## src/rtl/uart_bus_bridge.sv

```systemverilog
// UART command bridge: parses 'W'/'R' byte commands from the receiver, wins the
// system bus from the arbiter, performs the access and returns reply bytes.
//
// state    | meaning
// IDLE     | waiting for a 'W' or 'R' command byte
// COLLECT  | gathering AH, AL, D/N with inter-byte timeout
// REQ      | requesting the bus until granted
// STROBE   | single access cycle, address/data driven
// WAIT     | read latency or write ack window
// SEND     | reply byte offered to the transmitter
module uart_bus_bridge #(
  parameter int unsigned BaseWording   = 1,
  parameter int unsigned ReadLatency   = 1,
  parameter int unsigned AckWindow     = 2,
  parameter int unsigned TimeoutCycles = 1000000,
  parameter logic [15:0] IdleAddress   = 16'hFFFF
) (
  input  logic        clk_i,
  input  logic        reset_i,
  input  logic [7:0]  rx_data_i,
  input  logic        rx_valid_i,
  output logic [7:0]  tx_data_o,
  output logic        tx_valid_o,
  input  logic        tx_ready_i,
  output logic        bus_req_o,
  input  logic        bus_gnt_i,
  output logic [15:0] bus_address_o,
  output logic [7:0]  bus_data_o,
  output logic        bus_rd_wr_o,
  input  logic [7:0]  bus_data_i,
  input  logic        bus_ack_i,
  output logic        overrun_o
);

  localparam int unsigned    TmoW     = $clog2(TimeoutCycles + 1);
  localparam logic [TmoW-1:0] TmoLoad = TmoW'(TimeoutCycles - 1);
  localparam logic [2:0]     RdLoad   = 3'(ReadLatency - 1);
  localparam logic [2:0]     WrLoad   = 3'(AckWindow - 1);
  localparam logic [15:0]    AddrStep = 16'(BaseWording);
  localparam logic [7:0]     CmdWrite = 8'h57;
  localparam logic [7:0]     CmdRead  = 8'h52;
  localparam logic [7:0]     RespAck  = 8'h06;
  localparam logic [7:0]     RespNak  = 8'h15;

  typedef enum logic [2:0] {
    S_IDLE, S_COLLECT, S_REQ, S_STROBE, S_WAIT, S_SEND
  } state_e;

  state_e            state_q, state_d;
  logic [1:0]        byte_idx_q, byte_idx_d;
  logic              is_wr_q, is_wr_d;
  logic [15:0]       addr_q, addr_d;
  logic [7:0]        data_q, data_d;
  logic [7:0]        beat_q, beat_d;
  logic [TmoW-1:0]   tmo_q, tmo_d;
  logic [2:0]        wait_q, wait_d;
  logic              ack_seen_q, ack_seen_d;
  logic [7:0]        tx_data_q, tx_data_d;
  logic              tx_valid_q, tx_valid_d;
  logic              bus_req_q, bus_req_d;
  logic [15:0]       bus_address_q, bus_address_d;
  logic [7:0]        bus_data_q, bus_data_d;
  logic              bus_rd_wr_q, bus_rd_wr_d;
  logic              overrun_q, overrun_d;
  logic              strobe_d;

  always_ff @(posedge clk_i or negedge reset_i) begin
    if (!reset_i) state_q <= S_IDLE;
    else          state_q <= state_d;
  end

  always_comb begin
    state_d = state_q;
    unique case (state_q)
      S_IDLE:
        if (rx_valid_i && (rx_data_i == CmdWrite || rx_data_i == CmdRead))
          state_d = S_COLLECT;
      S_COLLECT: begin
        if (rx_valid_i) begin
          if (byte_idx_q == 2'd2) state_d = S_REQ;
        end else if (tmo_q == '0) begin
          state_d = S_IDLE;
        end
      end
      S_REQ:    if (bus_gnt_i) state_d = S_STROBE;
      S_STROBE: state_d = S_WAIT;
      S_WAIT:   if (wait_q == 3'd0) state_d = S_SEND;
      S_SEND:
        if (tx_ready_i) state_d = (!is_wr_q && beat_q != 8'd0) ? S_REQ : S_IDLE;
      default:  state_d = S_IDLE;
    endcase
  end

  // Beat counter holds N-1 so that N=0 naturally wraps to 256 beats.
  always_comb begin
    byte_idx_d = byte_idx_q;
    is_wr_d    = is_wr_q;
    addr_d     = addr_q;
    data_d     = data_q;
    beat_d     = beat_q;
    tmo_d      = tmo_q;
    wait_d     = wait_q;
    ack_seen_d = ack_seen_q;
    overrun_d  = overrun_q |
                 (rx_valid_i && state_q != S_IDLE && state_q != S_COLLECT);
    unique case (state_q)
      S_IDLE: begin
        byte_idx_d = 2'd0;
        tmo_d      = TmoLoad;
        if (rx_valid_i) is_wr_d = (rx_data_i == CmdWrite);
      end
      S_COLLECT: begin
        if (rx_valid_i) begin
          tmo_d      = TmoLoad;
          byte_idx_d = byte_idx_q + 2'd1;
          unique case (byte_idx_q)
            2'd0:    addr_d[15:8] = rx_data_i;
            2'd1:    addr_d[7:0]  = rx_data_i;
            default: begin
              data_d = rx_data_i;
              beat_d = rx_data_i - 8'd1;
            end
          endcase
        end else begin
          tmo_d = tmo_q - TmoW'(1);
        end
      end
      S_STROBE: begin
        wait_d     = is_wr_q ? WrLoad : RdLoad;
        ack_seen_d = 1'b0;
      end
      S_WAIT: begin
        wait_d = wait_q - 3'd1;
        if (bus_ack_i) ack_seen_d = 1'b1;
      end
      S_SEND: begin
        if (tx_ready_i && !is_wr_q && beat_q != 8'd0) begin
          addr_d = addr_q + AddrStep;
          beat_d = beat_q - 8'd1;
        end
      end
      default: ;
    endcase
  end

  // Outputs are decoded from the next state so every port comes from a flop.
  always_comb begin
    strobe_d      = (state_d == S_STROBE);
    bus_req_d     = (state_d == S_REQ) || strobe_d || (state_d == S_WAIT);
    bus_address_d = strobe_d ? addr_q : IdleAddress;
    bus_rd_wr_d   = strobe_d && is_wr_q;
    bus_data_d    = (strobe_d && is_wr_q) ? data_q : 8'h00;
    tx_valid_d    = (state_d == S_SEND);
    tx_data_d     = tx_data_q;
    if (state_q == S_WAIT && state_d == S_SEND) begin
      if (is_wr_q) tx_data_d = (ack_seen_q || bus_ack_i) ? RespAck : RespNak;
      else         tx_data_d = bus_data_i;
    end
  end

  always_ff @(posedge clk_i or negedge reset_i) begin
    if (!reset_i) begin
      byte_idx_q    <= 2'd0;
      is_wr_q       <= 1'b0;
      addr_q        <= 16'h0000;
      data_q        <= 8'h00;
      beat_q        <= 8'h00;
      tmo_q         <= '0;
      wait_q        <= 3'd0;
      ack_seen_q    <= 1'b0;
      tx_data_q     <= 8'h00;
      tx_valid_q    <= 1'b0;
      bus_req_q     <= 1'b0;
      bus_address_q <= IdleAddress;
      bus_data_q    <= 8'h00;
      bus_rd_wr_q   <= 1'b0;
      overrun_q     <= 1'b0;
    end else begin
      byte_idx_q    <= byte_idx_d;
      is_wr_q       <= is_wr_d;
      addr_q        <= addr_d;
      data_q        <= data_d;
      beat_q        <= beat_d;
      tmo_q         <= tmo_d;
      wait_q        <= wait_d;
      ack_seen_q    <= ack_seen_d;
      tx_data_q     <= tx_data_d;
      tx_valid_q    <= tx_valid_d;
      bus_req_q     <= bus_req_d;
      bus_address_q <= bus_address_d;
      bus_data_q    <= bus_data_d;
      bus_rd_wr_q   <= bus_rd_wr_d;
      overrun_q     <= overrun_d;
    end
  end

  assign tx_data_o     = tx_data_q;
  assign tx_valid_o    = tx_valid_q;
  assign bus_req_o     = bus_req_q;
  assign bus_address_o = bus_address_q;
  assign bus_data_o    = bus_data_q;
  assign bus_rd_wr_o   = bus_rd_wr_q;
  assign overrun_o     = overrun_q;

endmodule

```

## config.mk

```make
export PLATFORM = sky130hd
export DESIGN_NAME = uart_bus_bridge
export DESIGN_NICKNAME = d
export VERILOG_FILES = /design/src/rtl/uart_bus_bridge.sv
export SDC_FILE = /design/constraint.sdc
export NUM_CORES = 1
export LEC_CHECK = 0
export ABC_AREA = 1
export BUFFER_PORTS_ARGS = -buffer_cell sky130_fd_sc_hd__buf_2
export CAP_MARGIN = 20
export CORE_MARGIN = 5
export CORE_UTILIZATION = 59
export CTS_CLUSTER_DIAMETER = 200
export DETAILED_ROUTE_END_ITERATION = 10
export GPL_TIMING_DRIVEN = 1
export PLACE_DENSITY = 0.81
export SLEW_MARGIN = 20
export SYNTH_ARGS = -nofsm -noshare
export SYNTH_HDL_FRONTEND = slang
export SYNTH_SLANG_ARGS = --single-unit
```

## constraint.sdc

```tcl
create_clock -name clk_i -period 4.6 [get_ports clk_i]
set_input_delay 0.92 -clock clk_i [delete_from_list [all_inputs] [get_ports clk_i]]
set_output_delay 0.92 -clock clk_i [all_outputs]
set_load 0.01 [all_outputs]
```

After elaboration in Yosys (flattened, before gate mapping). Index checks and enable logic that the tools add are counted.

Register bits after elaboration: 98. Input port bits: 22. Output and inout bits: 36.

Add/sub/neg operators: 6. Eq/ne operators: 20. Mux-type cells: 30. Bitwise operators: 2. Reduce and logical (&&, ||, !) cells: 30.

Operators by type and width (number): two-way mux 8 bit (7); two-way mux 16 bit (3); case mux 20 bit (2 select lines) (1); case mux 16 bit (2 select lines) (1); two-way mux 3 bit (7); logical NOT 20 bit (1); two-way mux 20 bit (1); subtractor 20 x 1 -> 20 bit, second input constant (1); case mux 3 bit (6 select lines) (1); adder 16 x 1 -> 16 bit, second input constant (1); equality test 8 x 7 -> 1 bit, second input constant (2); case mux 8 bit (2 select lines) (1); subtractor 8 x 1 -> 8 bit, second input constant (2); equality test 3 x 2 -> 1 bit, second input constant (4); equality test 3 bit, second input constant (4); AND reduction 4 bit (3); logical AND 1 bit (8); != test 2 bit, second input constant (4); nonzero test 8 bit (1); logical NOT 3 bit (2); case mux 3 bit (2 select lines) (1); AND reduction 2 bit (3); nonzero test 2 bit (3); two-way mux 5 bit (1); other kinds (19) (25).

Longest topological paths before layout. Gate-level depths: netlist of the first run.

Depth in word-level cells: 8. Mapped depth: 13. Mapped depth without buffers: 13.

Worst setup path after synthesis of the first run. OpenSTA, ideal clock, no wires.

Kind: input to register. Start point: in rx_data_i[0]. End point: reg beat_q[6]. Library setup time: 0.065 ns. Arrival: 1.799 ns. Slack: 2.736 ns. Stages on the path: 10. Path buffers: 0. Cell sequence: nand2_1 > o21ai_2 > inv_2 > ha_1 > inv_1 > nor2_1 > nand2_1 > o21ai_1 > nand3_1 > nand2_1.

Longest elaborated chain between the ends: 4.

Ends and longest elaborated chain: from (decl) (RTL line 20) `input logic [7:0] rx_data_i,`; subtractor 8 x 1 -> 8 bit (RTL line 121) `beat_d = rx_data_i - 8'd1;`; two-way mux 8 bit (RTL line 116) `unique case (byte_idx_q)`; two-way mux 8 bit (RTL line 113) `if (rx_valid_i) begin`; case mux 8 bit (2 select lines) (RTL line 106) `unique case (state_q)`; to (signal assigned) (RTL line 183) `beat_q <= beat_d;`; to (decl) (RTL line 54) `logic [7:0] beat_q, beat_d;`.

No other way between the ends. The select of a mux whose other input is x is not followed. A chain may end at the register's enable or synchronous reset.

Final worst setup path of the first run.
Start point: reg state_q[0]. End point: reg beat_q[6].

Longest elaborated chain between the ends: 3. Elaborated cells on any way between the ends: 8. Classes of those cells: eq/ne: 5; mux: 1; reduce/logical: 2.

Ends and longest elaborated chain: from (decl) (RTL line 49) `state_e state_q, state_d;`; from (signal assigned) (RTL line 69) `else state_q <= state_d;`; equality test 3 x 1 -> 1 bit / equality test 3 bit (equally long branches) (RTL line 106); != test 2 bit (no line) / nonzero test 2 bit (equally long branches); AND reduction 4 bit (no line).

Parallel ways exist; a longest one is shown, timed or not.

==> impl_results.rst, run 1 <==
.. list-table::
   :header-rows: 1

   * - Metric
     - Value
   * - Run status
     - finished, final reports clean
   * - Power density normalized to cell area
     - 389 nW/um^2
   * - PortBufs
     - 57
   * - Worst slew margin relative to its limit
     - 0.437
   * - Core region area
     - 8220 sq um
   * - Congestion Overflow GR
     - 0
   * - Post-route design area
     - 5550 sq um
   * - Commonest non-fill, non-tap cell in the layout
     - sky130_fd_sc_hd__nand2_1
   * - DRC Markers
     - 0
   * - Count of routing violations after the opening detailed-route iteration
     - 251
   * - Arrival time of the worst setup path
     - 2.56 ns
   * - CP cell instances
     - nand3_4 > nand2_1 > nand2_1 > inv_1 > ha_1 > inv_1 > nor2_1 > nand2_1 > o21ai_1 > nand3_1 > nand2_1
   * - Final number of max-transition violations
     - 0
   * - Number of failing hold endpoints at the final stage
     - 0
   * - Static Leak
     - 0.00278 uW
   * - DP Cell Count
     - 777
   * - Number of cells produced by synthesis
     - 625
   * - Setup repair after global routing missed its margin
     - no
   * - Via count of the first global-routing pass
     - 4200
   * - Effective utilization at floorplan
     - 0.606
   * - Clock network latency to the later pin of the worst-skew pair
     - 0.37 ns
   * - Final worst-path cycle share
     - 0.491
   * - Number of antenna violations at the first check in global routing
     - 0
   * - Average size of a mapped cell
     - 7.96 sq um
   * - Sort of element at the end of the critical path
     - register
   * - Yosys cell types
     - 42
   * - Launch point of the worst reg-to-reg path
     - state_q[0]
   * - Vias/cell
     - 5.36
   * - Post-layout util
     - 0.676
   * - Master of the slowest instance on the critical path
     - sky130_fd_sc_hd__dfrtp_1
   * - Worst path most repeated cell
     - sky130_fd_sc_hd__nand2_1
   * - Final ANT Viol Nets
     - 0
   * - Slew of the pin with the lowest slew margin
     - 0.845 ns
   * - Area growth from synthesis to final layout
     - 11.6%
   * - Highest routed metal layer
     - met4
   * - Number of flip-flops and latches in the synthesized netlist
     - 98
   * - Number of placed I/O pins
     - 58
   * - Yosys warning total
     - 0
   * - Start point of the critical path
     - state_q[0]
   * - Die Area
     - 10400 sq um
   * - Clock sinks
     - 98
   * - Resized cells post-CTS
     - 0
   * - Total length of routed met3 wires
     - 619 um
   * - Minimum period implied by the final worst setup slack
     - 2.26 ns
   * - Worst vdd ir
     - 0.280 mV
   * - Cell area after technology mapping
     - 4980 sq um
   * - Critical path type
     - register to register
   * - Fin Clk Skew
     - 0.0126 ns
   * - Die Y-Extent
     - 102 um
   * - Postcts setup bufs
     - 0
   * - Wire length on met1
     - 4750 um
   * - Final Instance Count excl. Fillers
     - 793
   * - Number of diodes added for antenna fixing
     - 0
   * - Global-route wire length before repair
     - 18900 um
   * - Pin count of the biggest net entering global routing
     - 70
   * - Worst-path fanout max
     - 16
   * - H-tree levels
     - 3
   * - Number of nets at the end of the flow
     - 713
   * - Post-DP Area
     - 5320 sq um
   * - Post-CTS Hold Fix Bufs
     - 0
   * - Longest Clk Path Bufs
     - 2
   * - Root buffer selected by CTS
     - sky130_fd_sc_hd__clkbuf_8
   * - Average wire length per cell after detail routing
     - 13.8 um
   * - Register area share after synthesis
     - 0.497
   * - Wirelength, routed
     - 10900 um
   * - Placer congestion estimate
     - 0.902
   * - Required time reported for the critical path endpoint
     - 4.90 ns
   * - Length of the first detailed-routing pass in iterations
     - 5
   * - TritonCTS clock tree
     - yes
   * - Die Wd
     - 102 um
   * - Number of nets produced by synthesis
     - 655
   * - Slowest Stage Delay on Critical Path
     - 0.70 ns
   * - TNS Setup
     - 0 ns
   * - GRT Total Usage
     - 0.228
   * - Max capacitance violation total
     - 0
   * - Count of standard-cell rows
     - 33
   * - Startpoint of the most critical hold path
     - tx_data_o[6]
   * - Critical path launch point type
     - register
   * - Worst hold-check path type
     - register to register
   * - Fraction of layout instances using a drive strength above 1
     - 0.182
   * - Fmax
     - 442 MHz
   * - Detailed-route via count
     - 4253
   * - Num CTS Buffers
     - 9
   * - Post-CTS clock slew at the launch and capture registers of the worst setup and hold paths
     - 0.11 ns
   * - Setup violators final
     - 0
   * - Commonest cells after routing, fill and taps aside
     - 167 x sky130_fd_sc_hd__nand2_1, 83 x sky130_fd_sc_hd__inv_1, 82 x sky130_fd_sc_hd__dfrtp_1, 68 x sky130_fd_sc_hd__nor2_1, 56 x sky130_fd_sc_hd__buf_2
   * - Detailed placer's ending HPWL
     - 8220 um
   * - Met2 routed WL
     - 5340 um
worst max-delay path: cells and delay by family (launching register included):
family,cells,cell delay (ns)
simple gates,7,1.07
flops,1,0.70
fa+ha+maj,1,0.17
buf+inv,2,0.12
compound gates,1,0.12
path summary, 6_finish.rpt:
kind                                 end  slack, ns  depth (start not counted)
setup / recovery               beat_q[6]       2.34                         11
hold / removal              tx_data_o[6]       0.49                          2
setup reg to reg               beat_q[6]       2.34                         11
hold reg to reg             tx_data_o[6]       0.49                          2
max in group asynchronous      beat_q[6]       3.03                          2
min in group asynchronous  bus_data_o[3]       0.64                          1
per-stage QoR:
step | worst slack (ns) | hold slack (ns) | total power [uW]
4_1_cts | 2.35 | 0.495 | 2170
5_1_grt | 2.12 | 0.511 | 2280
3_5_place_dp | 2.28 | 0.469 | 1530
3_3_place_gp | 2.32 | 0.462 | 1520
2_1_floorplan | 2.74 | 0.453 | 1400
6_report | 2.34 | 0.494 | 2160
metal layers:
| metal | GRT usage | vias to the layer above |
|---|---|---|
| met5 | 0 | - |
| met3 | 0.0300 | 22 |
| met4 | 0.0868 | 0 |
| met1 | 0.297 | 1989 |
| met2 | 0.391 | 138 |
| li1 | - | 2104 |
cell families (layout without fill, tap and decap cells):
kind of cell / count (synthesis) / count (layout) / share of synthesized area
simple gates: 316 / 316 / 0.282
buf+inv: 102 / 165 / 0.0855
flops: 98 / 98 / 0.497
compound gates: 95 / 95 / 0.105
fa+ha+maj: 8 / 8 / 0.0201
xor+xnor: 6 / 6 / 0.0106
Yosys cell counts, drive strengths merged:
| master | instances | area [sq um] |
|---|---|---|
| inv | 90 | 340 |
| nand2 | 174 | 676 |
| nor2 | 71 | 284 |
| clkbuf | 1 | 3.75 |
| o21ai | 63 | 323 |
| nor3 | 12 | 92.6 |
| and3 | 1 | 6.26 |
| a22oi | 1 | 7.51 |
| xnor2 | 1 | 8.76 |
| a31oi | 2 | 12.5 |
| clkinv | 1 | 3.75 |
| dfrtp | 82 | 2050 |
| o31ai | 2 | 15.0 |
| or2 | 6 | 37.5 |
| dfstp | 16 | 420 |
| ha | 8 | 100 |
| nand3 | 38 | 220 |
| nor4 | 1 | 6.26 |
| a32o | 1 | 10.0 |
| buf | 10 | 77.6 |
| nand3b | 1 | 7.51 |
| o22ai | 3 | 18.8 |
| nand4 | 12 | 75.1 |
| o211ai | 2 | 15.0 |
| a21oi | 20 | 111 |
| xor2 | 5 | 43.8 |
| o21bai | 1 | 7.51 |
state kept, by name, indices dropped and copies added, names as in the netlist, 2 cells and up:
name	count
wait_q	3
tmo_q	20
addr_q	16
tx_data_o	8
state_q	3
data_q	8
bus_address_o	16
beat_q	8
byte_idx_q	2
bus_data_o	8
power breakdown:
part	internal (uW)	switching (uW)
Sequential	974	104
Clock	317	322
Combinational	142	300
cell type report:
type,instances,area (sq um)
clock buffer,9,124
sequential,98,2470
multi-input combinational,425,2080
clock inverter,7,106
timing repair buffer,58,295
fill,681,2670
inverter,91,344
tap,105,131
(Power assumes the default switching activity.)
==> run 2: changes to the inputs <==
--- a/config.mk
+++ b/config.mk
@@ -9,11 +9,11 @@
 export BUFFER_PORTS_ARGS = -buffer_cell sky130_fd_sc_hd__buf_2
 export CAP_MARGIN = 20
 export CORE_MARGIN = 5
-export CORE_UTILIZATION = 59
+export CORE_UTILIZATION = 53
 export CTS_CLUSTER_DIAMETER = 200
 export DETAILED_ROUTE_END_ITERATION = 10
 export GPL_TIMING_DRIVEN = 1
-export PLACE_DENSITY = 0.81
+export PLACE_DENSITY = 0.76
 export SLEW_MARGIN = 20
 export SYNTH_ARGS = -nofsm -noshare
 export SYNTH_HDL_FRONTEND = slang
==> constraint.sdc (replaced) <==
create_clock -name clk_i -period 2 [get_ports clk_i]
set_input_delay 0.4 -clock clk_i [delete_from_list [all_inputs] [get_ports clk_i]]
set_output_delay 0.4 -clock clk_i [all_outputs]
set_load 0.01 [all_outputs]
==> impl_results.rst, run 2 (synthesized netlist as in run 1, its figures left out) <==
.. list-table::
   :header-rows: 1

   * - Metric
     - Value
   * - Detailed-route via count
     - 4302 (was 4253)
   * - Sort of element at the end of the critical path
     - register (unchanged)
   * - Arrival time of the worst setup path
     - 2.15 ns (was 2.56 ns)
   * - Max capacitance violation total
     - 0 (unchanged)
   * - Setup violators final
     - 0 (unchanged)
   * - Highest routed metal layer
     - met4 (unchanged)
   * - Clock sinks
     - 98 (unchanged)
   * - Placer congestion estimate
     - 0.897 (was 0.902)
   * - H-tree levels
     - 3 (unchanged)
   * - Commonest cells after routing, fill and taps aside
     - 167 x sky130_fd_sc_hd__nand2_1, 83 x sky130_fd_sc_hd__inv_1, 81 x sky130_fd_sc_hd__dfrtp_1, 67 x sky130_fd_sc_hd__nor2_1, 56 x sky130_fd_sc_hd__buf_2 (was 167 x sky130_fd_sc_hd__nand2_1, 83 x sky130_fd_sc_hd__inv_1, 82 x sky130_fd_sc_hd__dfrtp_1, 68 x sky130_fd_sc_hd__nor2_1, 56 x sky130_fd_sc_hd__buf_2)
   * - Minimum period implied by the final worst setup slack
     - 1.84 ns (was 2.26 ns)
   * - Count of routing violations after the opening detailed-route iteration
     - 289 (was 251)
   * - Post-placement worst setup slack
     - 0.140 ns (was 2.28 ns)
   * - Static Leak
     - 0.00282 uW (was 0.00278 uW)
   * - Critical path launch point type
     - register (unchanged)
   * - Master of the slowest instance on the critical path
     - sky130_fd_sc_hd__dfrtp_1 (unchanged)
   * - Longest Clk Path Bufs
     - 2 (unchanged)
   * - Vias/cell
     - 5.33 (was 5.36)
   * - Number of antenna violations at the first check in global routing
     - 0 (unchanged)
   * - Average wire length per cell after detail routing
     - 13.8 um (about the same)
   * - Final ANT Viol Nets
     - 0 (unchanged)
   * - Number of placed I/O pins
     - 58 (unchanged)
   * - Die Y-Extent
     - 107 um (was 102 um)
   * - Fin Clk Skew
     - 0.0139 ns (was 0.0126 ns)
   * - Worst slew margin relative to its limit
     - 0.477 (was 0.437)
   * - Post-route design area
     - 5640 sq um (was 5550 sq um)
   * - Bufs and invs on worst path
     - 3 (was 2)
   * - Die Area
     - 11400 sq um (was 10400 sq um)
   * - Commonest non-fill, non-tap cell in the layout
     - sky130_fd_sc_hd__nand2_1 (unchanged)
   * - Number of cell instances on the worst register-to-register path
     - 12 (was 11)
   * - Area growth from synthesis to final layout
     - 13.3% (was 11.6%)
   * - Met2 routed WL
     - 5470 um (was 5340 um)
   * - Pin count of the biggest net entering global routing
     - 44 (was 70)
   * - Critical path type
     - register to register (unchanged)
   * - Detailed placer's ending HPWL
     - 8370 um (was 8220 um)
   * - Core region area
     - 9200 sq um (was 8220 sq um)
   * - DRC Markers
     - 0 (unchanged)
   * - Hold Path Depth
     - 3 (was 2)
   * - Final worst-path cycle share
     - 0.919 (was 0.491)
   * - Final number of max-transition violations
     - 0 (unchanged)
   * - PnR worst setup slack
     - 0.161 ns (was 2.34 ns)
   * - GRT Total Usage
     - 0.207 (was 0.228)
   * - TNS Setup
     - 0 ns (unchanged)
   * - Fmax
     - 544 MHz (was 442 MHz)
   * - TritonCTS clock tree
     - yes (unchanged)
   * - Number of diodes added for antenna fixing
     - 0 (unchanged)
   * - Clock network latency to the later pin of the worst-skew pair
     - 0.37 ns (about the same)
   * - Number of nets at the end of the flow
     - 721 (was 713)
   * - Worst-path fanout max
     - 9 (was 16)
   * - PortBufs
     - 57 (unchanged)
   * - Post-CTS clock slew at the launch and capture registers of the worst setup and hold paths
     - 0.11 ns (about the same)
   * - Required time reported for the critical path endpoint
     - 2.32 ns (was 4.90 ns)
   * - Worst hold-check path type
     - primary input to register (was register to register)
   * - Run status
     - finished, final reports clean (unchanged)
   * - Cell family contributing the most delay on the critical path
     - simple AND/OR/NAND/NOR gates (unchanged)
   * - Via count of the first global-routing pass
     - 4092 (was 4200)
   * - Number of failing hold endpoints at the final stage
     - 0 (unchanged)
   * - Root buffer selected by CTS
     - sky130_fd_sc_hd__clkbuf_8 (unchanged)
   * - Flip-flop count of the largest register, all copies and words added
     - 20 (unchanged)
   * - Slew of the pin with the lowest slew margin
     - 0.785 ns (was 0.845 ns)
   * - Post-layout util
     - 0.613 (was 0.676)
   * - Congestion Overflow GR
     - 0 (unchanged)
   * - Fraction of layout instances using a drive strength above 1
     - 0.193 (was 0.182)
   * - Design Power
     - 5010 uW (was 2160 uW)
   * - Worst path depth
     - 12 (was 11)
   * - Slowest Stage Delay on Critical Path
     - 0.44 ns (was 0.70 ns)
   * - Effective utilization at floorplan
     - 0.541 (was 0.606)
   * - Global-route wire length before repair
     - 19000 um (was 18900 um)
   * - Total length of routed met3 wires
     - 490 um (was 619 um)
   * - Post-DP Area
     - 5390 sq um (was 5320 sq um)
   * - Count of standard-cell rows
     - 35 (was 33)
   * - CP cell instances
     - inv_4 > nand3_4 > nand2_1 > o21ai_2 > inv_2 > ha_1 > inv_1 > nor2_2 > nand2_1 > o21ai_1 > nand3_1 > nand2_1 (was nand3_4 > nand2_1 > nand2_1 > inv_1 > ha_1 > inv_1 > nor2_1 > nand2_1 > o21ai_1 > nand3_1 > nand2_1)
   * - Length of the first detailed-routing pass in iterations
     - 5 (unchanged)
   * - Die Wd
     - 107 um (was 102 um)
   * - Biggest register
     - tmo_q (unchanged)
   * - Num CTS Buffers
     - 9 (unchanged)
   * - Wire length on met1
     - 4880 um (was 4750 um)
   * - Worst vdd ir
     - 0.408 mV (was 0.280 mV)
   * - Worst path most repeated cell
     - sky130_fd_sc_hd__nand2_1 (unchanged)
   * - Wirelength, routed
     - 11100 um (was 10900 um)
   * - Power density normalized to cell area
     - 888 nW/um^2 (was 389 nW/um^2)
==> run 2: cell count changes in the layout (fill, tap and decap cells not counted) <==
cell                            delta
sky130_fd_sc_hd__nor2_2            +1
sky130_fd_sc_hd__buf_4             +6
sky130_fd_sc_hd__dlygate4sd3_1     +1
sky130_fd_sc_hd__nor2_1            -1
sky130_fd_sc_hd__buf_12            +1
sky130_fd_sc_hd__dfrtp_1           -1
sky130_fd_sc_hd__dfrtp_2           +1
==> run 2: layer usage <==
layer,up-vias,GRT usage
li1,2119,-
met1,2026,0.271
met2,129,0.353
met3,28,0.0295
met4,0,0.0703
met5,-,0
==> run 2: final timing paths <==
path,from,slack (ns),end
worst max-delay path,state_q[1],0.16,beat_q[6]
worst min-delay path,bus_data_i[5],0.28,tx_data_o[5]
worst max register to register,state_q[1],0.16,beat_q[6]
worst min register to register,overrun_o,0.48,overrun_o
max in group asynchronous,reset_i,0.93,beat_q[4]
min in group asynchronous,reset_i,0.48,data_q[1]
==> run 2: area by class of cell <==
type	instances	area (sq um)
repair buffers	66	370
clock buffers	9	124
fillers	826	3560
well taps	111	139
multi-input cells	425	2080
clock inverters	7	106
flip-flops and latches	98	2470
inverters	91	344
==> run 2: worst min-delay path: stages <==
cell and delay [ns]:
sky130_fd_sc_hd__buf_2 0.09, sky130_fd_sc_hd__nand2_1 0.05, sky130_fd_sc_hd__o21ai_0 0.07
==> run 2: report_power, final <==
part	total, uW	internal, uW	switching [uW]
registers	2480	2240	237
logic	1060	346	711
clock network	1470	729	740
==> run 2: timing repair <==
action | CTS | global route
gates resized for setup | 0 | 2
hold endpoints to repair | 17 | 0
hold buffers | 1 | 0
endpoints found under the setup margin | 0 | 3
buffers inserted | 0 | 0
==> run 2: per-stage QoR <==
stage	std cells	hold slack (ns)
finish	807	0.277
global route	807	0.285
CTS	807	0.267
detailed placement	790	0.352
global placement	790	0.352
floorplan	625	0.104
